--- config.mk ---
export PLATFORM = sky130hd
export DESIGN_NAME = mac_array
export DESIGN_NICKNAME = d
export VERILOG_FILES = /design/src/rtl/mac_pkg.sv /design/src/rtl/mac_lane.sv /design/src/rtl/mac_array.sv
export SDC_FILE = /design/constraint.sdc
export NUM_CORES = 2
export LEC_CHECK = 0
export CORE_MARGIN = 2
export CORE_UTILIZATION = 40
export DETAILED_ROUTE_END_ITERATION = 6
export PLACE_DENSITY_LB_ADDON = 0.08
export SLEW_MARGIN = 40
export SYNTH_ARGS = -nofsm -noshare
export SYNTH_HDL_FRONTEND = slang
export SYNTH_SLANG_ARGS = --single-unit
--- constraint.sdc ---
create_clock -name clk -period 4.2 [get_ports clk]
set_clock_uncertainty 0.15 [all_clocks]
set_input_delay 0.63 -clock clk [delete_from_list [all_inputs] [get_ports clk]]
set_output_delay 0.63 -clock clk [all_outputs]
set_load 0.1 [all_outputs]
--- src/rtl/mac_pkg.sv ---
// mac_pkg: state encoding and the saturating/wrapping accumulate helper shared by mac_array and mac_lane
package mac_pkg;
  typedef enum logic [1:0] {ACCUM, FLUSH, DONE} state_t;
  localparam int MAX_W = 64;
  // Operands live in the low w bits (w < MAX_W); returns {overflow, result}.
  // Bit positions are picked with masks so the width can stay a run-time argument.
  function automatic logic [MAX_W:0] sat_add(input logic [MAX_W-1:0] acc, input logic [MAX_W-1:0] prod,
                                             input int w, input logic signed_mode, input logic sat_en);
    logic [MAX_W:0] sum;
    logic [MAX_W-1:0] mask, smax, top, res;
    logic ov;
    mask = {MAX_W{1'b1}} >> (MAX_W - w);
    smax = mask >> 1;
    top = smax ^ mask;
    sum = {1'b0, acc} + {1'b0, prod};
    ov = signed_mode ? !(|((acc ^ prod) & top)) && |((sum[MAX_W-1:0] ^ acc) & top) : |(sum >> w);
    res = !(ov && sat_en) ? sum[MAX_W-1:0] & mask : !signed_mode ? mask : |(acc & top) ? top : smax;
    return {ov, res};
  endfunction
endpackage

--- src/rtl/mac_lane.sv ---
// mac_lane: one MAC lane -- registered product, accumulator with sat/wrap, sticky overflow
//   clk, rst_n      : clock, asynchronous active-low reset
//   clr             : synchronous clear, also drops an in-flight product
//   accept          : beat accepted this edge, a/b/sat_en are captured
//   clear_acc       : output handshake, clears accumulator and overflow
//   a, b, sat_en    : lane operand, broadcast operand, saturate select
//   acc, overflow   : accumulator value and sticky overflow flag
module mac_lane import mac_pkg::*; #(
  parameter int DATA_WIDTH = 8,
  parameter int ACC_WIDTH  = 24,
  parameter int SIGNED     = 0
) (
  input  logic                  clk,
  input  logic                  rst_n,
  input  logic                  clr,
  input  logic                  accept,
  input  logic                  clear_acc,
  input  logic [DATA_WIDTH-1:0] a,
  input  logic [DATA_WIDTH-1:0] b,
  input  logic                  sat_en,
  output logic [ACC_WIDTH-1:0]  acc,
  output logic                  overflow
);
  localparam int PW = 2 * DATA_WIDTH;
  logic [PW-1:0] prod, prod_u;
  logic signed [PW-1:0] prod_s;
  logic signed [ACC_WIDTH-1:0] prod_sx;
  logic [ACC_WIDTH-1:0] prod_x;
  logic pv, psat;
  logic [MAX_W:0] sum;
  logic unused_hi;
  assign prod_u = a * b;
  assign prod_s = $signed(a) * $signed(b);
  assign prod_sx = $signed(prod);
  assign prod_x = (SIGNED != 0) ? prod_sx : ACC_WIDTH'(prod);
  assign sum = sat_add(MAX_W'(acc), MAX_W'(prod_x), ACC_WIDTH, SIGNED != 0, psat);
  assign unused_hi = ^sum[MAX_W-1:ACC_WIDTH];
  always_ff @(posedge clk or negedge rst_n) begin
    if (!rst_n) begin
      prod <= '0;
      pv <= 1'b0;
      psat <= 1'b0;
      acc <= '0;
      overflow <= 1'b0;
    end else if (clr) begin
      pv <= 1'b0;
      acc <= '0;
      overflow <= 1'b0;
    end else begin
      pv <= accept;
      if (accept) begin
        prod <= (SIGNED != 0) ? prod_s : prod_u;
        psat <= sat_en;
      end
      if (clear_acc) begin
        acc <= '0;
        overflow <= 1'b0;
      end else if (pv) begin
        acc <= sum[ACC_WIDTH-1:0];
        overflow <= overflow | sum[MAX_W];
      end
    end
  end
endmodule

--- src/rtl/mac_array.sv ---
// mac_array: NUM_LANES-lane multiply-accumulate engine producing one dot product per lane every VEC_LEN beats
//   clk, rst_n            : clock, asynchronous active-low reset
//   clr                   : synchronous clear of all lane state; blocks acceptance that cycle
//   in_valid/in_ready     : beat handshake for a_in (per lane) and b_in (broadcast), sat_en per beat
//   out_valid/out_ready   : result handshake; acc_out holds while out_valid is high
//   acc_out, overflow     : per-lane accumulators and sticky overflow flags
//   busy                  : a vector is in progress or its result is undelivered
module mac_array import mac_pkg::*; #(
  parameter int DATA_WIDTH = 8,
  parameter int ACC_WIDTH  = 24,
  parameter int NUM_LANES  = 8,
  parameter int VEC_LEN    = 8,
  parameter int SIGNED     = 0
) (
  input  logic                           clk,
  input  logic                           rst_n,
  input  logic                           clr,
  input  logic                           in_valid,
  output logic                           in_ready,
  input  logic [NUM_LANES*DATA_WIDTH-1:0] a_in,
  input  logic [DATA_WIDTH-1:0]          b_in,
  input  logic                           sat_en,
  output logic                           out_valid,
  input  logic                           out_ready,
  output logic [NUM_LANES*ACC_WIDTH-1:0] acc_out,
  output logic [NUM_LANES-1:0]           overflow,
  output logic                           busy
);
  localparam int CW = $clog2(VEC_LEN + 1);
  state_t state;
  logic [CW-1:0] cnt;
  logic accept, take;
  assign in_ready = (state == ACCUM) && !clr;
  assign accept = in_valid && in_ready;
  assign take = out_valid && out_ready;
  always_ff @(posedge clk or negedge rst_n) begin
    if (!rst_n) begin
      state <= ACCUM;
      cnt <= '0;
      busy <= 1'b0;
      out_valid <= 1'b0;
    end else if (clr || take) begin
      state <= ACCUM;
      cnt <= '0;
      busy <= 1'b0;
      out_valid <= 1'b0;
    end else begin
      if (accept) begin
        cnt <= cnt + 1'b1;
        busy <= 1'b1;
        if (cnt == CW'(VEC_LEN - 1)) state <= FLUSH;
      end
      // The last product lands in the accumulators during FLUSH, so results are final on entering DONE.
      if (state == FLUSH) begin
        state <= DONE;
        out_valid <= 1'b1;
      end
    end
  end
  for (genvar i = 0; i < NUM_LANES; i++) begin : g_lane
    mac_lane #(.DATA_WIDTH(DATA_WIDTH), .ACC_WIDTH(ACC_WIDTH), .SIGNED(SIGNED)) u_lane (
      .clk(clk),
      .rst_n(rst_n),
      .clr(clr),
      .accept(accept),
      .clear_acc(take),
      .a(a_in[i*DATA_WIDTH +: DATA_WIDTH]),
      .b(b_in),
      .sat_en(sat_en),
      .acc(acc_out[i*ACC_WIDTH +: ACC_WIDTH]),
      .overflow(overflow[i])
    );
  end
endmodule

==> results.tsv <==
metric	value	unit
Die W	303	um
Max-cap violations	0	
Yosys warning count	0	
placed instance area	41900	um2
Post-Place Setup Slack	-948	ps
die height	303	um
clk sinks	338	
Fill cells	8471	
post-synth top area share	23.6	%
total CTS buffers	43	
sequential share of power	20.7	%
Overall Global Routing Usage	22.2	%
total gr overflow	0	
CTS tree	yes	
Leakage	0.0224	uW
largest fanout on the critical path	7	
Setup crit end kind	flop	
initial core utilization	40.4	%
failing checks	setup timing	
largest net degree at the start of global routing	180	
HP Class	reg2reg	
Syn Area/Cell	8.89	um2
Clk Latency, worst-skew pair	580	ps
Final Util	50.3	%
top-count cell post-synth	inv_1	
Area Growth Syn to Fin	24.5	%
Max Slew Vio Count	0	
min Tclk post-route	4260	ps
Max Buffers Root-to-Sink	3	
final WL	106000	um
fmax	235	MHz
CTS Root Cell	clkbuf_16	
drt drc	0	
Hold Vio Cnt, Final	0	
critical path, cell by cell	buf_12, buf_12, clkbuf_16, buf_12, and2_4, fa_2, fa_1, ha_1, inv_2, fa_1, inv_2, ha_4, nor2b_4, o21a_1, o21ai_4, a21oi_2, or2_4, a211oi_2, xnor2_1, o21ai_1	
Post-synth EDFFs	0	
Core Rows	109	
vias	29600	
Period Utilization, post-route	102	%
status	finished with violations	
Initial DRT Pass Iterations	5	
clock group share of total power	17.4	%
Worst path max stage delay	510	ps
slew margin rel.	44.9	%
Required @ worst endpoint	4490	ps
# IOs	281	
P per Cell Area	491	nW/um2
vias in the first global route	28900	
Combinational Power Share	61.9	%
critical path class	in2reg	
Detail Placement HPWL	79600	um
GPL Wtd Cong	0.841	
fraction of layout cells with a size suffix above 1	20.9	%
antenna-violating nets left	0	
VDD IR-drop max	255	uV
initial antenna violation count	12	
measured slew at the worst slew-check pin	821	ps
core area	88500	um2
Commonest cells post-synth	inv_1, and2_1, ha_1, nand2_1, dfrtp_1	
Post-Syn Area	35800	um2
Sw Ratio	43.9	%
Psw	9600	uW
CP arrival	4550	ps
Starting DRT DRC Count	1653	
FF+latch count, synth	338	
post-synthesis sequential area ratio	23.6	%
DR WL/cell	18.4	um
Critical Path Slowest Stage Cell	fa_1	
post-synth net total	4813	
final worst setup slack	-64.3	ps
fin area	44500	um2
Int Power	12300	uW
largest cells by area after synthesis	dfrtp_1, fa_1, ha_1	
Cell variety after synth	69	
Final setup viols	5	
Die ar.	91800	um2
Port Buffers	280	
first-pass GRT wire length	162000	um
most used flip-flop cell after synthesis	dfrtp_1	
CTS H-tree lvls	2	
Tot Pwr	21900	uW
area leader, netlist	dfrtp_1	
Mapped Cells	4022	
Worst-path clk slew	60	ps
Final #Nets	5376	
Crit path top cell by count	buf_12	
worst r2r path cells	11	
Hold Path Depth	2	
unrepaired setup endpoints after global routing	yes	
ys async rst share	100	%
number of vias per cell	5.12	
Setup crit start kind	input port	
-- power by group through the flow --
stage / sequential, uW / clock [uW] / combinational, uW
6_report: 4520 / 3800 / 13500
5_1_grt: 4580 / 4040 / 15100
4_1_cts: 4510 / 3920 / 13000
3_5_place_dp: 4570 / 0 / 12700
3_3_place_gp: 4560 / 0 / 12700
2_1_floorplan: 5110 / 0 / 8010
-- placed cells by master (no fill, tap or decap), types with 23 or more instances in the layout --
cell / count
nor3_1: 45
ha_1: 381
buf_12: 34
dfrtp_1: 337
and3_1: 45
xor2_1: 93
clkbuf_16: 54
a31oi_1: 122
a21o_1: 48
nand2_1: 344
o21ai_0: 262
nand3_1: 43
a21oi_1: 178
a21oi_2: 35
inv_1: 444
and2_1: 411
buf_4: 350
o21ai_1: 27
nor2_1: 144
dlygate4sd2_1: 28
fa_1: 281
buf_2: 204
xnor2_1: 95
o21a_1: 37
inv_2: 26
a211oi_1: 32
ha_4: 36
nand2b_1: 23
-- layer usage --
metal | global-route usage (%) | vias up | routed length [um]
met2 | 31.2 | 587 | 42900
li1 | - | 14700 | -
met3 | 2.93 | 97 | 5230
met4 | 4.39 | 8 | 1870
met1 | 35.8 | 14200 | 56000
met5 | 0 | - | 51
-- cell families after synthesis --
group	after synthesis	share of synthesized area, %
DFF	338	23.6
and+or+nand+nor	1201	17.4
adders and majority gates	713	31.2
AOI/OAI and AO/OA	921	15.8
buffers and inverters	636	6.78
xor gates and xnor gates	195	4.78
muxes	18	0.528
-- sequential cells by signal, summed over array words and instances, names as in the netlist, 2 cells and up --
register	cells
g_lane.u_lane.prod	128
g_lane.u_lane.overflow	8
cnt	4
g_lane.u_lane.acc	192
state	2
-- final cells by class --
| cell class | instances | area (um2) | share of cell area, % |
|---|---|---|---|
| timing repair buffer | 683 | 5360 | 12.0 |
| sequential | 338 | 8460 | 19.0 |
| clock inverter | 17 | 226 | 0.509 |
| inverter | 471 | 1770 | 3.97 |
| antenna | 5 | 12.5 | 0.0281 |
| tap | 1165 | 1460 | 3.27 |
| clock buffer | 54 | 1180 | 2.64 |
| multi-input combinational | 3048 | 26100 | 58.5 |
-- repair_timing --
action | CTS | global route
endpoints found under the hold margin | 64 | 0
gates resized for setup | 95 | 191
pin swaps | 33 | 132
setup buffers | 10 | 25
endpoints found under the setup margin | 54 | 48
hold buffers | 1 | 0
gates cloned | 1 | 14
-- path summary, 6_finish.rpt --
kind,startpoint,to,slack (ps)
max,b_in[2],g_lane[0].u_lane.prod[15],-60
min,g_lane[0].u_lane.prod[0],g_lane[0].u_lane.prod[0],330
max reg2reg,g_lane[4].u_lane.acc[0],g_lane[4].u_lane.acc[8],750
min reg2reg,g_lane[0].u_lane.prod[0],g_lane[0].u_lane.prod[0],330
max in group asynchronous,rst_n,g_lane[2].u_lane.acc[12],2530
min in group asynchronous,rst_n,g_lane[0].u_lane.acc[23],440
-- stage by stage --
| step | TNS [ps] | std cells | hold WS [ps] |
|---|---|---|---|
| 6_report | -137 | 5781 | 328 |
| 5_1_grt | -3030 | 5779 | 355 |
| 4_1_cts | -25.7 | 5740 | 333 |
| 3_5_place_dp | -52350 | 5657 | 319 |
| 3_3_place_gp | -50000 | 5657 | 311 |
| 2_1_floorplan | -9050 | 4022 | 184 |
-- critical path, delay by kind of cell --
family	cells	cell delay [ps]
fa+ha+maj	5	1870
compound gates	5	760
buf+inv	6	640
simple gates	3	510
xor+xnor	1	140
Note: power is estimated with default switching activity, not from simulation.
